### config.mk
export PLATFORM = sky130hd
export DESIGN_NAME = pc_sequencer
export DESIGN_NICKNAME = d
export VERILOG_FILES = /design/src/rtl/pc_seq_pkg.sv /design/src/rtl/pc_sequencer_branch_resolve.sv /design/src/rtl/pc_sequencer.sv
export SDC_FILE = /design/constraint.sdc
export NUM_CORES = 1
export LEC_CHECK = 0
export CAP_MARGIN = 20
export CORE_MARGIN = 2
export CORE_UTILIZATION = 47
export CTS_BUF_LIST = sky130_fd_sc_hd__clkbuf_8
export CTS_CLUSTER_SIZE = 25
export DETAILED_ROUTE_END_ITERATION = 6
export HOLD_SLACK_MARGIN = 0.15
export PLACE_DENSITY = 0.95
export RECOVER_POWER = 25
export SYNTH_ARGS = -nofsm -noshare
export SYNTH_HDL_FRONTEND = slang
export SYNTH_HIERARCHICAL = 1
export SYNTH_SLANG_ARGS = --single-unit
### constraint.sdc
create_clock -name clock -period 4.2 [get_ports clock]
set_input_delay 0.42 -clock clock [delete_from_list [all_inputs] [get_ports clock]]
set_output_delay 0.42 -clock clock [all_outputs]
set_load 0.05 [all_outputs]
### src/rtl/pc_seq_pkg.sv
// Shared encodings for the LEGv8 PC sequencer: FSM states, branch types, PC function selects.
package pc_seq_pkg;

  typedef enum logic [2:0] {
    ST_FETCH  = 3'd0,
    ST_DECODE = 3'd1,
    ST_UPDATE = 3'd2,
    ST_HALT   = 3'd3
`ifdef PC_SEQ_ALIGN_CHECK_EN
    ,
    ST_FAULT  = 3'd4
`endif
  } state_t;

  localparam logic [2:0] BR_NONE  = 3'b000;
  localparam logic [2:0] BR_B     = 3'b001;
  localparam logic [2:0] BR_CBZ   = 3'b010;
  localparam logic [2:0] BR_CBNZ  = 3'b011;
  localparam logic [2:0] BR_BR    = 3'b100;
  localparam logic [2:0] BR_BCOND = 3'b101;

  localparam logic [1:0] PS_HOLD = 2'b00;
  localparam logic [1:0] PS_INC  = 2'b01;
  localparam logic [1:0] PS_LOAD = 2'b10;
  localparam logic [1:0] PS_REL  = 2'b11;

endpackage

### src/rtl/pc_sequencer_branch_resolve.sv
// Combinational branch decision: branch type plus flags to a ProgramCounter function select.
module branch_resolve
  import pc_seq_pkg::*;
(
  input  logic [2:0] br_type,
  input  logic       zero,
  input  logic       cond_true,
  output logic [1:0] ps_code
);

  always_comb begin
    ps_code = PS_INC;
    case (br_type)
      BR_NONE:  ps_code = PS_INC;
      BR_B:     ps_code = PS_REL;
      BR_CBZ:   ps_code = zero ? PS_REL : PS_INC;
      BR_CBNZ:  ps_code = zero ? PS_INC : PS_REL;
      BR_BR:    ps_code = PS_LOAD;
      BR_BCOND: ps_code = cond_true ? PS_REL : PS_INC;
      default:  ps_code = PS_INC;
    endcase
  end

endmodule

### src/rtl/pc_sequencer.sv
// Multi-cycle FETCH/DECODE/UPDATE controller for the LEGv8 ProgramCounter; counts retired instructions.
// Optional BR alignment fault state enabled by PC_SEQ_ALIGN_CHECK_EN.
module pc_sequencer
  import pc_seq_pkg::*;
#(
  parameter int N        = 64,
  parameter int WAIT_MAX = 15
) (
  input  logic          clock,
  input  logic          reset,
  output logic          imem_req,
  input  logic          imem_ack,
  output logic          ir_load,
  input  logic [2:0]    br_type,
  input  logic          zero,
  input  logic          cond_true,
  input  logic [N-1:0]  target,
  input  logic          stall,
  input  logic          halt,
  output logic [1:0]    PS,
  output logic [N-1:0]  pc_in,
  output logic          halted,
  output logic          timeout,
  output logic          fault,
  output logic [31:0]   retired
);

  localparam int CW = $clog2(WAIT_MAX + 1);

  state_t        state_q, state_d;
  logic [1:0]    ps_q;
  logic [N-1:0]  pc_q;
  logic [CW-1:0] wait_cnt;
  logic          halted_q, timeout_q;
  logic [1:0]    br_ps;
  logic          dec_go, wait_inc, to_timeout;

  branch_resolve u_branch_resolve (
    .br_type   (br_type),
    .zero      (zero),
    .cond_true (cond_true),
    .ps_code   (br_ps)
  );

`ifdef PC_SEQ_ALIGN_CHECK_EN
  logic misaligned;
  logic fault_q;
  assign misaligned = (br_type == BR_BR) && (target[1:0] != 2'b00);
  assign fault      = fault_q;
`else
  assign fault = 1'b0;
`endif

  always_ff @(posedge clock) begin
    if (reset) state_q <= ST_FETCH;
    else       state_q <= state_d;
  end

  always_comb begin
    state_d    = state_q;
    imem_req   = 1'b0;
    ir_load    = 1'b0;
    dec_go     = 1'b0;
    wait_inc   = 1'b0;
    to_timeout = 1'b0;
    case (state_q)
      ST_FETCH: begin
        imem_req = 1'b1;
        // An ack on the final allowed cycle still wins over the timeout.
        if (imem_ack) begin
          ir_load = 1'b1;
          state_d = ST_DECODE;
        end else if (wait_cnt == CW'(WAIT_MAX - 1)) begin
          to_timeout = 1'b1;
          state_d    = ST_HALT;
        end else begin
          wait_inc = 1'b1;
        end
      end
      ST_DECODE: begin
        if (!stall) begin
          dec_go  = 1'b1;
          state_d = ST_UPDATE;
`ifdef PC_SEQ_ALIGN_CHECK_EN
          if (misaligned) begin
            dec_go  = 1'b0;
            state_d = ST_FAULT;
          end
`endif
        end
      end
      ST_UPDATE: state_d = halt ? ST_HALT : ST_FETCH;
      ST_HALT:   state_d = ST_HALT;
`ifdef PC_SEQ_ALIGN_CHECK_EN
      ST_FAULT:  state_d = ST_FAULT;
`endif
      default:   state_d = ST_FETCH;
    endcase
  end

  // ps_q is loaded only on the DECODE->UPDATE edge, so PS is non-hold for exactly the UPDATE cycle.
  always_ff @(posedge clock) begin
    if (reset) begin
      ps_q      <= PS_HOLD;
      pc_q      <= '0;
      wait_cnt  <= '0;
      retired   <= '0;
      halted_q  <= 1'b0;
      timeout_q <= 1'b0;
`ifdef PC_SEQ_ALIGN_CHECK_EN
      fault_q   <= 1'b0;
`endif
    end else begin
      ps_q <= dec_go ? br_ps : PS_HOLD;
      if (dec_go) pc_q <= target;
      if (wait_inc)                   wait_cnt <= wait_cnt + CW'(1);
      else if (state_q == ST_UPDATE)  wait_cnt <= '0;
      if (state_q == ST_UPDATE) retired <= retired + 32'd1;
      if (state_d == ST_HALT)   halted_q  <= 1'b1;
      if (to_timeout)           timeout_q <= 1'b1;
`ifdef PC_SEQ_ALIGN_CHECK_EN
      if (state_d == ST_FAULT)  fault_q   <= 1'b1;
`endif
    end
  end

  assign PS      = ps_q;
  assign pc_in   = pc_q;
  assign halted  = halted_q;
  assign timeout = timeout_q;

endmodule

==> results.md, run 1 <==
- Via count: 3979
- Fmax: 394 MHz
- CTS tree: done
- Most frequent cells in the layout: clkdlybuf4s50_1, nand2_1, dfxtp_1
- 1st-iter DRT viols: 98
- Average size of a mapped cell: 8.16 µm²
- Clock Path Buffers: 2
- Hold Violations, Final: 0
- Slew Limit Fails: 0
- Arrival @ worst endpoint: 2.12 ns
- Most common cell after layout, fill and taps aside: clkdlybuf4s50_1
- Post-Synthesis Cells: 505
- GPL Wtd Cong: 0.774
- Hold Path Class: register to register
- Die ar.: 9530 µm²
- Post-synth top area cell: dfxtp_1
- Max_cap viols: 0
- Drt total wl: 11200 µm
- Final Net Count: 741
- Worst Setup End Kind: output pin
- Ant diodes: 0
- Largest net degree at the start of global routing: 107
- Starting Density: 47.9%
- First-pass GRT wire length: 18100 µm
- CTS resizes: 0
- Final Cycle Share: 60.4%
- Tot GR Track Use: 23.4%
- Main area contributors after synthesis: dfxtp_1, nand2_1, a21oi_1, xor2_1, nor2_1
- Status: finished clean
- Routed Antenna Nets: 0
- Worst skew pair latency: 0.35 ns
- Die height: 97.6 µm
- Detailed placer's ending HPWL: 8180 µm
- Drt via density: 5.13
- Routed WL per cell: 14.4 µm
- Cell variety after synth: 37
- Crit-path max FO: 8
- Clock net sink count: 107
- Final setup vio count: 0
- Synth top area share: 52.0%
- Mapped Area: 4120 µm²
- Clock Skew: 0.00694 ns
- Core ar.: 8590 µm²
- Post-layout minimum cycle time: 2.54 ns
- Reg clk slew, reported paths: 0.09 ns
- Worst hold slack: 0.459 ns
- RSZ-0062 raised after global routing: false
- Post-CTS Setup Inserts: 0
- Worst setup SP type: register
- Area growth syn-to-layout: 48.4%
- Vias in the first global route: 3963
- P_leak: 2.09 nW
- DRC: 0
- WP data required: 3.78 ns
- Synthesized flop and latch total: 107
- Cts bufs inserted: 9
- Initial antenna violation count: 0
- Root Driver: clkbuf_8
- Yosys warning total: 6
- Die X-Extent: 97.6 µm
- Worst Tran Pin Value: 1.48 ns
- Cell area power density: 302 nW/µm²
- Maximum vdd ir drop: 189 µV
- Overflow after GRT: 0
- PortBufs: 175
- Sequential cell area fraction in the yosys report: 52.0%
- 1st-pass router iterations: 4
- CTS Hold Buffers Added: 0
- Io pins: 177
- Slew headroom: 1.12%
- Layout cells sized above 1: 3.29%
- # rows: 34
- Setup CP Type: register to output pin
- Htree depth: 3
- Setup TNS: 0 ns
logic make-up after synthesis:
| group | synth area share, % |
|---|---|
| compound gates | 10.1 |
| xor+xnor | 6.17 |
| fa+ha+maj | 0.911 |
| buf+inv | 3.61 |
| flops | 52.0 |
| mux | 0.273 |
| other cells | 0.0910 |
| simple gates | 26.9 |
path summary, 6_finish.rpt:
kind / startpoint / to / slack, ns / cells past startpoint
min: pc_in[40] / pc_in[40] / 0.46 / 2
max reg2reg: state_q[1] / retired[31] / 1.93 / 5
min reg2reg: pc_in[40] / pc_in[40] / 0.46 / 2
max: state_q[1] / ir_load / 1.66 / 3
area by class of cell:
cell class	instances	area [µm²]
fill	622	2480
sequential	107	2140
multi-input combinational	363	1830
timing repair buffer	178	1770
clock buffer	10	138
tap	108	135
clock inverter	5	78.8
inverter	5	18.8
state kept, by name, indices dropped and copies added (netlist names):
signal and cells:
timeout 1, retired 32, state_q 3, pc_in 64
PS 2, wait_cnt 4, halted 1
critical path: stages (launching register included):
cell and delay, ns:
dfxtp_1 0.38, nor3_1 0.41, and2_1 0.19, clkdlybuf4s50_1 0.79
cell usage after synthesis:
library cell  count
nor3_1            7
nor2_1           37
nor3b_1           3
nand3b_1          1
nand2_1         144
and3_1            4
buf_4             1
conb_1            1
or3_1             4
o21ai_0           6
buf_6             1
ha_1              3
or2_2             1
nor4b_1           1
xor2_1           25
and2_1            5
or3b_1            1
nor2_2            1
nor2b_1           1
and4_1            2
buf_1             1
nor4_4            2
nor4_1            1
a21oi_1          73
inv_1             5
nand4_1          15
o21ai_1           1
xnor2_1           4
o22ai_1           1
nand3_1          14
a221oi_1          1
and2b_1           1
dfxtp_1         107
or2_1             1
mux2_2            1
buf_2             2
clkbuf_1         26
power breakdown:
group / switching [mW] / leakage [nW] / internal (mW) / total, mW
logic: 0.0669 / 1.12 / 0.0778 / 0.145
clock network: 0.330 / 0.106 / 0.347 / 0.677
registers: 0.00516 / 0.863 / 1.02 / 1.03
total: 0.402 / 2.09 / 1.45 / 1.85
metrics by stage:
step / area [µm²] / power [mW] / std cells / utilization (%) / setup slack [ns]
after floorplan: 4120 / 1.11 / 506 / - / 1.67
final: 6110 / 1.85 / 776 / 71.1 / 1.66
after global routing: 6110 / 1.92 / 776 / 71.1 / 1.58
after global placement: 5910 / 1.19 / 761 / 68.7 / 1.90
after detailed placement: 5910 / 1.19 / 761 / 68.7 / 1.91
after CTS: 6120 / 1.87 / 776 / 71.2 / 1.69
routing by layer:
layer,global-route usage [%],routed length (µm),vias up
met1,24.4,4210,1826
met4,7.69,226,0
met5,0,0,-
li1,-,-,1975
met3,10.2,1030,19
met2,42.2,5730,159
(Power assumes the default switching activity.)
==> inputs of run 2 (changes only) <==
--- a/config.mk
+++ b/config.mk
@@ -7,12 +7,12 @@
 export LEC_CHECK = 0
 export CAP_MARGIN = 20
 export CORE_MARGIN = 2
-export CORE_UTILIZATION = 47
+export CORE_UTILIZATION = 39
 export CTS_BUF_LIST = sky130_fd_sc_hd__clkbuf_8
 export CTS_CLUSTER_SIZE = 25
 export DETAILED_ROUTE_END_ITERATION = 6
 export HOLD_SLACK_MARGIN = 0.15
-export PLACE_DENSITY = 0.95
+export PLACE_DENSITY = 0.89
 export RECOVER_POWER = 25
 export SYNTH_ARGS = -nofsm -noshare
 export SYNTH_HDL_FRONTEND = slang
==> constraint.sdc (replaced) <==
create_clock -name clock -period 2.3 [get_ports clock]
set_input_delay 0.23 -clock clock [delete_from_list [all_inputs] [get_ports clock]]
set_output_delay 0.23 -clock clock [all_outputs]
set_load 0.05 [all_outputs]
==> run 2 against run 1 <==
Count of clock-buffer cells in the layout stayed put. Critical path depth is 1 lower. Utilization is 11 points lower. Total power is 79% higher.
==> results.md, run 2 (same netlist as run 1, synthesis figures left out) <==
- Status: finished clean
- FILL cells: 880
- RSZ-0062 raised after global routing: false
- Initial antenna violation count: 0
- Cell area power density: 533 nW/µm²
- Area growth syn-to-layout: 50.3%
- Final Net Count: 747
- Hold Violations, Final: 0
- Starting Density: 40.1%
- Vias in the first global route: 4086
- Storage element area: 2140 µm²
- Final setup vio count: 0
- Routed Antenna Nets: 0
- Root Driver: clkbuf_8
- Tot GR Track Use: 20.7%
- Clock net sink count: 107
- CTS resizes: 0
- Max_cap viols: 0
- Die ar.: 11400 µm²
- Worst setup SP type: register
- Final Cell Area: 6190 µm²
- Htree depth: 3
- DRC: 0
- Fmax: 472 MHz
- Ant diodes: 0
- Routed WL per cell: 14.1 µm
- WP data required: 2.07 ns
- DP Area: 6010 µm²
- CTS tree: done
- Slew Limit Fails: 0
- Layout cells sized above 1: 4.44%
- M1 GR Usage: 23.7%
- Io pins: 177
- Most frequent cells in the layout: clkdlybuf4s50_1, nand2_1, dfxtp_1
- Most common cell after layout, fill and taps aside: clkdlybuf4s50_1
- # rows: 37
- Die height: 107 µm
- Cts bufs inserted: 9
- Slew headroom: 20.7%
- Post-CTS Setup Inserts: 0
- Worst Tran Pin Value: 1.19 ns
- Multi-input logic area: 1840 µm²
- Global Route met3 Usage: 7.11%
- Overflow after GRT: 0
- Reg clk slew, reported paths: 0.10 ns
- P_leak: 2.13 nW
- Via count: 4086
- Worst Setup End Kind: output pin
- GR Util met2: 34.3%
- PortBufs: 175
- First-pass GRT wire length: 18900 µm
- Worst skew pair latency: 0.36 ns
- Core ar.: 10300 µm²
- GPL Wtd Cong: 0.845
- Final Power: 3.30 mW
- Post-layout minimum cycle time: 2.12 ns
- Drt via density: 5.04
- Hold Path Class: input pin to register
- Crit-path max FO: 8
- Setup CP Type: register to output pin
- Final Cycle Share: 92.1%
- 1st-pass router iterations: 4
- Die X-Extent: 107 µm
- Max reg flops: 64
- Clock Skew: 0.00790 ns
- Detailed placer's ending HPWL: 8370 µm
- 1st-iter DRT viols: 113
- Arrival @ worst endpoint: 1.89 ns
- Drt total wl: 11500 µm
- Gr busiest metal: met2
- Largest net degree at the start of global routing: 67
- Maximum vdd ir drop: 312 µV
- Clock Path Buffers: 2
- Setup TNS: 0 ns
==> run 2: changes by cell type in the layout (fill, tap and decap cells not counted), sizes merged <==
| cell | delta |
|---|---|
| buf | +7 |
| bufinv | -1 |
| clkdlybuf4s50 | +1 |
| clkinv | +2 |
| clkinvlp | -2 |
| dlygate4sd3 | -2 |
| inv | +2 |
==> run 2: per-stage QoR <==
stage	util (%)	hold WS [ns]	setup slack, ns	std cells
6_report	60.2	0.349	0.181	811
3_5_place_dp	58.5	0.446	0.168	795
2_1_floorplan	-	0.366	0.156	506
4_1_cts	60.4	0.325	0.147	811
5_1_grt	60.2	0.352	0.0758	811
3_3_place_gp	58.5	0.441	0.257	795
==> run 2: final timing paths <==
path	from	to	slack, ns	depth (start not counted)
worst max-delay path	state_q[1]	imem_req	0.18	2
worst min-delay path	reset	wait_cnt[1]	0.35	2
worst max register to register	state_q[1]	pc_in[31]	0.25	5
worst min register to register	pc_in[38]	pc_in[38]	0.46	2
==> run 2: layer usage <==
metal	part of all wire, %	vias up	routed length [µm]
met1	40	1903	4540
met5	0	-	0
li1	-	1983	-
met2	48	172	5510
met4	3.0	0	341
met3	9.4	28	1070
==> run 2: power by group <==
group          internal, mW  switching, mW  total [mW]
combinational         0.147          0.124       0.271
sequential             1.86         0.0100        1.87
clock                 0.527          0.626        1.15
total                  2.54          0.760        3.30
==> run 2: worst max-delay path, stage by stage, from the launching register on <==
cell and delay (ns):
dfxtp_1 0.40, nor3_2 0.28, clkdlybuf4s50_1 0.85
==> run 2: final cells by class <==
class / count / area share, %
inverter: 5 / 0.303
clock inverter: 6 / 0.950
multi-input combinational: 363 / 29.8
sequential: 107 / 34.6
tap: 136 / 2.75
clock buffer: 10 / 2.22
timing repair buffer: 184 / 29.4
==> run 2: repair_timing <==
item                                    CTS  global route
endpoints found under the setup margin    0             1
endpoints found under the hold margin     0             0
hold buffers                              0             0
